===== src/rtl/vga_scanout.sv =====
// 640x480@60 VGA scanout on sram_clk with a 4-phase pixel strobe; fetches one pixel ahead via vga_x/vga_y,
// displays it one pixel period later, no backpressure. VGA_TEST_PATTERN_EN adds a colour-bar input pattern_en.
module vga_scanout #(
  parameter int H_VIS   = 640,
  parameter int H_FP    = 16,
  parameter int H_SYNC  = 96,
  parameter int H_BP    = 48,
  parameter int V_VIS   = 480,
  parameter int V_FP    = 10,
  parameter int V_SYNC  = 2,
  parameter int V_BP    = 33,
  parameter int BLANK_Y = 511
) (
  input  logic        sram_clk,
  input  logic        reset_n,
  input  logic        phase_sync,
  input  logic [15:0] vga_data,
`ifdef VGA_TEST_PATTERN_EN
  input  logic        pattern_en,
`endif
  output logic [9:0]  vga_x,
  output logic [9:0]  vga_y,
  output logic        frame_clk,
  output logic        VGA_CLK,
  output logic        VGA_HS,
  output logic        VGA_VS,
  output logic        VGA_BLANK_N,
  output logic        VGA_SYNC_N,
  output logic [7:0]  VGA_R,
  output logic [7:0]  VGA_G,
  output logic [7:0]  VGA_B
);

  localparam logic [9:0] H_LAST    = 10'(H_VIS + H_FP + H_SYNC + H_BP - 1);
  localparam logic [9:0] V_LAST    = 10'(V_VIS + V_FP + V_SYNC + V_BP - 1);
  localparam logic [9:0] H_VIS_W   = 10'(H_VIS);
  localparam logic [9:0] V_VIS_W   = 10'(V_VIS);
  localparam logic [9:0] HS_BEG    = 10'(H_VIS + H_FP);
  localparam logic [9:0] HS_END    = 10'(H_VIS + H_FP + H_SYNC);
  localparam logic [9:0] VS_BEG    = 10'(V_VIS + V_FP);
  localparam logic [9:0] VS_END    = 10'(V_VIS + V_FP + V_SYNC);
  localparam logic [9:0] BLANK_ROW = 10'(BLANK_Y);

  function automatic logic [23:0] expand(input logic [15:0] d);
    return {d[15:11], d[15:13], d[10:5], d[10:9], d[4:0], d[4:2]};
  endfunction

  logic [1:0]  phase;
  logic [9:0]  h, v;
  logic [9:0]  h_n, v_n, fh, fv;
  logic        advance;
  logic        vis_n;
  logic [23:0] rgb_n;

  // A phase_sync pulse replaces the phase-3 slot, so it can never advance the counters.
  assign advance    = (phase == 2'd3) && !phase_sync;
  assign VGA_CLK    = phase[1];
  assign VGA_SYNC_N = 1'b0;

  always_comb begin
    h_n = h + 10'd1;
    v_n = v;
    if (h == H_LAST) begin
      h_n = '0;
      v_n = (v == V_LAST) ? '0 : v + 10'd1;
    end
    fh = h_n + 10'd1;
    fv = v_n;
    if (h_n == H_LAST) begin
      fh = '0;
      fv = (v_n == V_LAST) ? '0 : v_n + 10'd1;
    end
  end

  assign vis_n = (h_n < H_VIS_W) && (v_n < V_VIS_W);

  always_comb begin
    rgb_n = 24'd0;
    if (vis_n) begin
`ifdef VGA_TEST_PATTERN_EN
      if (pattern_en)
        rgb_n = {{8{h_n[6]}}, {8{h_n[7]}}, {8{h_n[8]}}};
      else
        rgb_n = expand(vga_data);
`else
      rgb_n = expand(vga_data);
`endif
    end
  end

  always_ff @(posedge sram_clk or negedge reset_n) begin
    if (!reset_n) begin
      phase       <= 2'd0;
      h           <= '0;
      v           <= '0;
      vga_x       <= 10'd1;
      vga_y       <= '0;
      frame_clk   <= 1'b0;
      VGA_HS      <= 1'b1;
      VGA_VS      <= 1'b1;
      VGA_BLANK_N <= 1'b0;
      VGA_R       <= '0;
      VGA_G       <= '0;
      VGA_B       <= '0;
    end else begin
      phase <= phase_sync ? 2'd1 : phase + 2'd1;
      if (advance) begin
        h     <= h_n;
        v     <= v_n;
        vga_x <= fh;
        // Off-screen fetches go to a scratch row so blanking write-back never touches visible rows.
        vga_y       <= (fv < V_VIS_W) ? fv : BLANK_ROW;
        frame_clk   <= (v_n >= V_VIS_W);
        VGA_HS      <= !((h_n >= HS_BEG) && (h_n < HS_END));
        VGA_VS      <= !((v_n >= VS_BEG) && (v_n < VS_END));
        VGA_BLANK_N <= vis_n;
        {VGA_R, VGA_G, VGA_B} <= rgb_n;
      end
    end
  end

endmodule


===== config.mk =====
export PLATFORM = sky130hd
export DESIGN_NAME = vga_scanout
export DESIGN_NICKNAME = d
export VERILOG_FILES = /design/src/rtl/vga_scanout.sv
export SDC_FILE = /design/constraint.sdc
export NUM_CORES = 1
export LEC_CHECK = 0
export CORE_ASPECT_RATIO = 1.25
export CORE_MARGIN = 2
export CORE_UTILIZATION = 53
export CTS_BUF_LIST = sky130_fd_sc_hd__clkbuf_4 sky130_fd_sc_hd__clkbuf_8 sky130_fd_sc_hd__clkbuf_16
export CTS_CLUSTER_SIZE = 28
export DETAILED_ROUTE_END_ITERATION = 12
export PLACE_DENSITY = 0.81
export SYNTH_ARGS = -nofsm -noshare
export SYNTH_HDL_FRONTEND = slang
export SYNTH_SLANG_ARGS = --single-unit

===== constraint.sdc =====
create_clock -name sram_clk -period 3.9 [get_ports sram_clk]
set_clock_uncertainty 0.1 [all_clocks]
set_input_delay 0.39 -clock sram_clk [delete_from_list [all_inputs] [get_ports sram_clk]]
set_output_delay 0.39 -clock sram_clk [all_outputs]
set_load 0.005 [all_outputs]

==> metrics.md <==
| Metric | Value |
|---|---|
| Die Ht | 98.9 um |
| Setup Viol. Count Final | 0 |
| Min Tclk post-route | approximately 3600 ps |
| First-pass GRT wire length | between 15,000 and 20,000 um |
| Largest net degree at the start of global routing | a little over 60 |
| Die width | between 70 and 80 um |
| Critical path class | reg -> reg |
| Hold slack | -5.92 ps |
| CP cell instances | ha_2, and4_2, nand3_4, nor3_1, a21oi_2, inv_1, ha_1, and2_1, nand4_1, nor4_1, xnor2_1, nand4_1, a31oi_1 |
| Final layout net count | a little under 500 |
| Port buffer count | between 60 and 70 |
| Worst R2R Setup Slack | roughly 280 ps |
| Final period util | just over 90% |
| DIE AREA | between 0.007 and 0.008 mm2 |
| Initial antenna violation count | 0 |
| Synth Area in XOR/XNOR | 6.43% |
| P_sw | between 0.6 and 0.7 mW |
| DR vias | 3,268 |
| First-pass DRT Iterations | 5 |
| Mapped cell area | 0.00382 mm2 |
| Slew @ Worst Pin | between 700 and 800 ps |
| Final core utilization | roughly two thirds |
| I/O pin cnt | 69 |
| GPL Wtd Cong | 0.918 |
| Max Cap Viol | 0 |
| Vias in the first global route | 3,088 |
| Layout cells sized above 1 | roughly an eighth |
| Synth cell types | between 60 and 70 |
| Row Count | 34 |
| Max Clock Freq | ~280 MHz |
| Crit path max-delay family | simple AND/OR/NAND/NOR gates |
| Gate count after technology mapping | slightly above 400 |
| Detailed-route DRC error count | 0 |
| # fillers | ~560 |
| Antenna Cells | 0 |
| Worst skew pair latency | 350 ps |
| Worst EP required | ~4100 ps |
| Syn nets | approximately 440 |
| Startpoint type of the worst setup path | flip-flop |
| DRT Wirelength | 9320 um |
| Violated checks | negative hold slack |
| Area Overhead vs Synth | 21.5% |
| Critical path peak fanout | 16 |
| P_leak | roughly 1.9 nW |
| Register area | 0.00156 mm2 |
| Synth Warn # | 0 |
| Mux share of post-synthesis cell area | less than 1% |
| Final Hold Vio Count | 13 |
| EDFF count, synth | 0 |
| FF+latch count, synth | 62 |
| Post-synth ARST share | 100% |
| Simple-gate share of the synthesized area | around a quarter |
| Area occupied by multi-input gates | 0.00202 mm2 |
| Slowest cell on the critical path | dfrtp_1 |
| Slew HR | a little over half |
| Number of clock sinks | between 60 and 70 |
| Avg Synthesized Cell Area | around 9.3 um2 |
| Final ANT Viol Nets | 0 |
| Power Density | between 400 and 500 mW/mm2 |
| Internal | between 1 and 1.5 mW |
| Outcome | finished, violations left |
| DR WL/cell | approximately 17 um |
| Final setup TNS | 0 ps |
| FF-to-FF Start | h[0] |
| Critical Path End Type | flip-flop |
| Synth Area in Adders | under 10% |
| Iteration-0 DRC Markers | 349 |
| CTS buffer count | 9 |
| Hpwl dp | 6350 um |
| Main area contributors after synthesis | dfrtp_1 (39%), nand2_1 (4.8%), a22o_1 (4.1%), xor2_1 (3.7%), o21ai_0 (3.0%) |
| Compound-cell area share of the yosys netlist | 19.3% |
| RR Endpoint | vga_y[0] |
| CTS tree | done |
| WP buf/inv | 1 |
| Most frequent CP cell | nand4_1 |
| Core area | between 0.006 and 0.007 mm2 |
| Vias per cell | a little under 6 |
| Gr usage total | roughly a quarter |
| Seq/Total Area, Yosys | just over 40% |
| Main flop type after synthesis | dfrtp_1 |
| Largest family of logic cells by synthesized area | simple AND/OR/NAND/NOR gates |
| Arr. time, crit path | around 3800 ps |
| Reg2Reg Depth | 13 |
| Share of the synthesized area in the top cell type | 38.7% |
| Htree depth | 3 |
| Min-Delay Path Class | in -> async |
| Initial core utilization | approximately 55% |
| CP peak stage delay | roughly 500 ps |
| Clock share of power | about a quarter |
| Total grt overflow | 0 |
| Clk buf depth | 2 |
| Setup Buffers After CTS | 0 |
| Clock slew seen by the registers of the worst setup and hold paths | 80 ps |
| Combinational share of power | between 30 and 40% |
| Worst vdd ir | 0.329 mV |
| Area leader, netlist | dfrtp_1 |
| Slew Viols, Final | 0 |
| Switch share | 30.8% |
| Flop pwr share | around 44% |
| CTS root buffer | clkbuf_8 |
## worst reg2reg max path: cells and delay by family, from the launching register on
kind	cells	cell delay, ps
AND/OR/NAND/NOR	7	1780
flip-flops	1	500
adder cells (fa/ha/maj)	2	490
AO/OA/AOI/OAI	2	360
XOR/XNOR	1	190
buffers and inverters	1	90
## cell usage in the layout, fill, tap and decap left out, drive strengths merged, types with 4 or more instances in the layout
cell	n
clkdlybuf4s50	66
dfrtp	59
nand2	50
nor2	29
o21ai	24
a22o	18
xor2	16
nand3	15
buf	13
xnor2	12
o31ai	12
clkbuf	12
a21oi	12
nand4	11
nor3	11
nor4	10
inv	7
ha	7
o21a	6
a31oi	6
o211ai	5
a21o	5
nor2b	4
o22a	4
nor3b	4
## cell type report
class / instances / share of cell area, %
clock buffer: 12 / 3.16
clock inverter: 4 / 0.540
inverter: 7 / 0.567
multi-input combinational: 301 / 43.5
sequential: 62 / 33.5
tap: 90 / 2.43
timing repair buffer: 79 / 16.3
## synth_stat cells (2+ instances only)
library cell / count
a21o_1: 5
a21oi_1: 10
a21oi_2: 2
a22o_1: 18
a31o_2: 2
a31oi_1: 6
and2_1: 3
and3_1: 2
and4_1: 2
and4bb_2: 2
buf_2: 5
buf_4: 15
buf_6: 3
clkbuf_1: 17
dfrtp_1: 59
dfstp_2: 3
ha_1: 7
inv_1: 7
nand2_1: 49
nand2b_1: 3
nand3_1: 14
nand3b_1: 2
nand4_1: 9
nand4_2: 2
nand4b_1: 2
nor2_1: 28
nor2b_1: 4
nor3_1: 8
nor3_2: 2
nor3b_1: 3
nor4_1: 8
nor4_2: 2
nor4b_1: 2
o211ai_1: 5
o21a_1: 6
o21ai_0: 23
o22a_1: 4
o31ai_1: 10
o31ai_2: 2
or3_1: 3
xnor2_1: 12
xor2_1: 16
## routing by layer
| metal | share of wire (%) | track usage [%] | vias up |
|---|---|---|---|
| met5 | 0 | 0 | - |
| met4 | 1.3 | 8.34 | 0 |
| met3 | 7.1 | 5.68 | 9 |
| met2 | 47 | 37.2 | 117 |
| met1 | 44 | 35.0 | 1579 |
| li1 | - | - | 1563 |
## worst max path at each step
stage / from / endpoint / slack [ps] / depth (start not counted)
final: h[0] / vga_y[0] / 280 / 13
after global routing: h[0] / vga_y[0] / -10 / 13
after CTS: h[0] / vga_y[0] / 230 / 13
after detailed placement: v[0] / vga_y[3] / 290 / 13
after global placement: v[0] / vga_y[3] / 430 / 13
after floorplan: v[0] / vga_y[3] / 550 / 14
## power by group through the flow
stage | Clock, mW | Sequential, mW | Combinational (mW)
detailed placement | 0 | 0.928 | 0.683
finish | 0.511 | 0.925 | 0.684
global route | 0.545 | 0.947 | 0.743
CTS | 0.514 | 0.925 | 0.689
global placement | 0 | 0.927 | 0.671
floorplan | 0 | 0.902 | 0.358
## stage by stage
stage                     power [mW]  std cells  setup slack, ps  hold slack (ps)  instance area (um2)
after floorplan                 1.26        411              553            -5.59                 3820
after global placement          1.60        539              428              335                 4450
after detailed placement        1.61        539              291              358                 4450
after CTS                       2.13        555              232             18.2                 4620
after global routing            2.24        555            -13.7             61.3                 4640
final                           2.12        555              282            -5.92                 4640
## logic make-up after synthesis
logic type | count (synthesis)
AO/OA/AOI/OAI | 103
XOR/XNOR | 28
adder cells (fa/ha/maj) | 7
buffers and inverters | 48
flip-flops | 62
multiplexers | 1
other | 1
AND/OR/NAND/NOR | 161
## sequential cells by signal, summed over array words and instances (netlist names)
| name | count |
|---|---|
| VGA_R | 5 |
| vga_x | 10 |
| phase | 2 |
| VGA_G | 6 |
| VGA_BLANK_N | 1 |
| v | 10 |
| VGA_B | 5 |
| VGA_HS | 1 |
| VGA_VS | 1 |
| frame_clk | 1 |
| vga_y | 10 |
| h | 10 |
## what timing repair did
item                                    in CTS  in global routing
endpoints found under the setup margin       0                  6
resized for setup                            0                  5
hold buffers                                 0                  0
(Power assumes the default switching activity.)
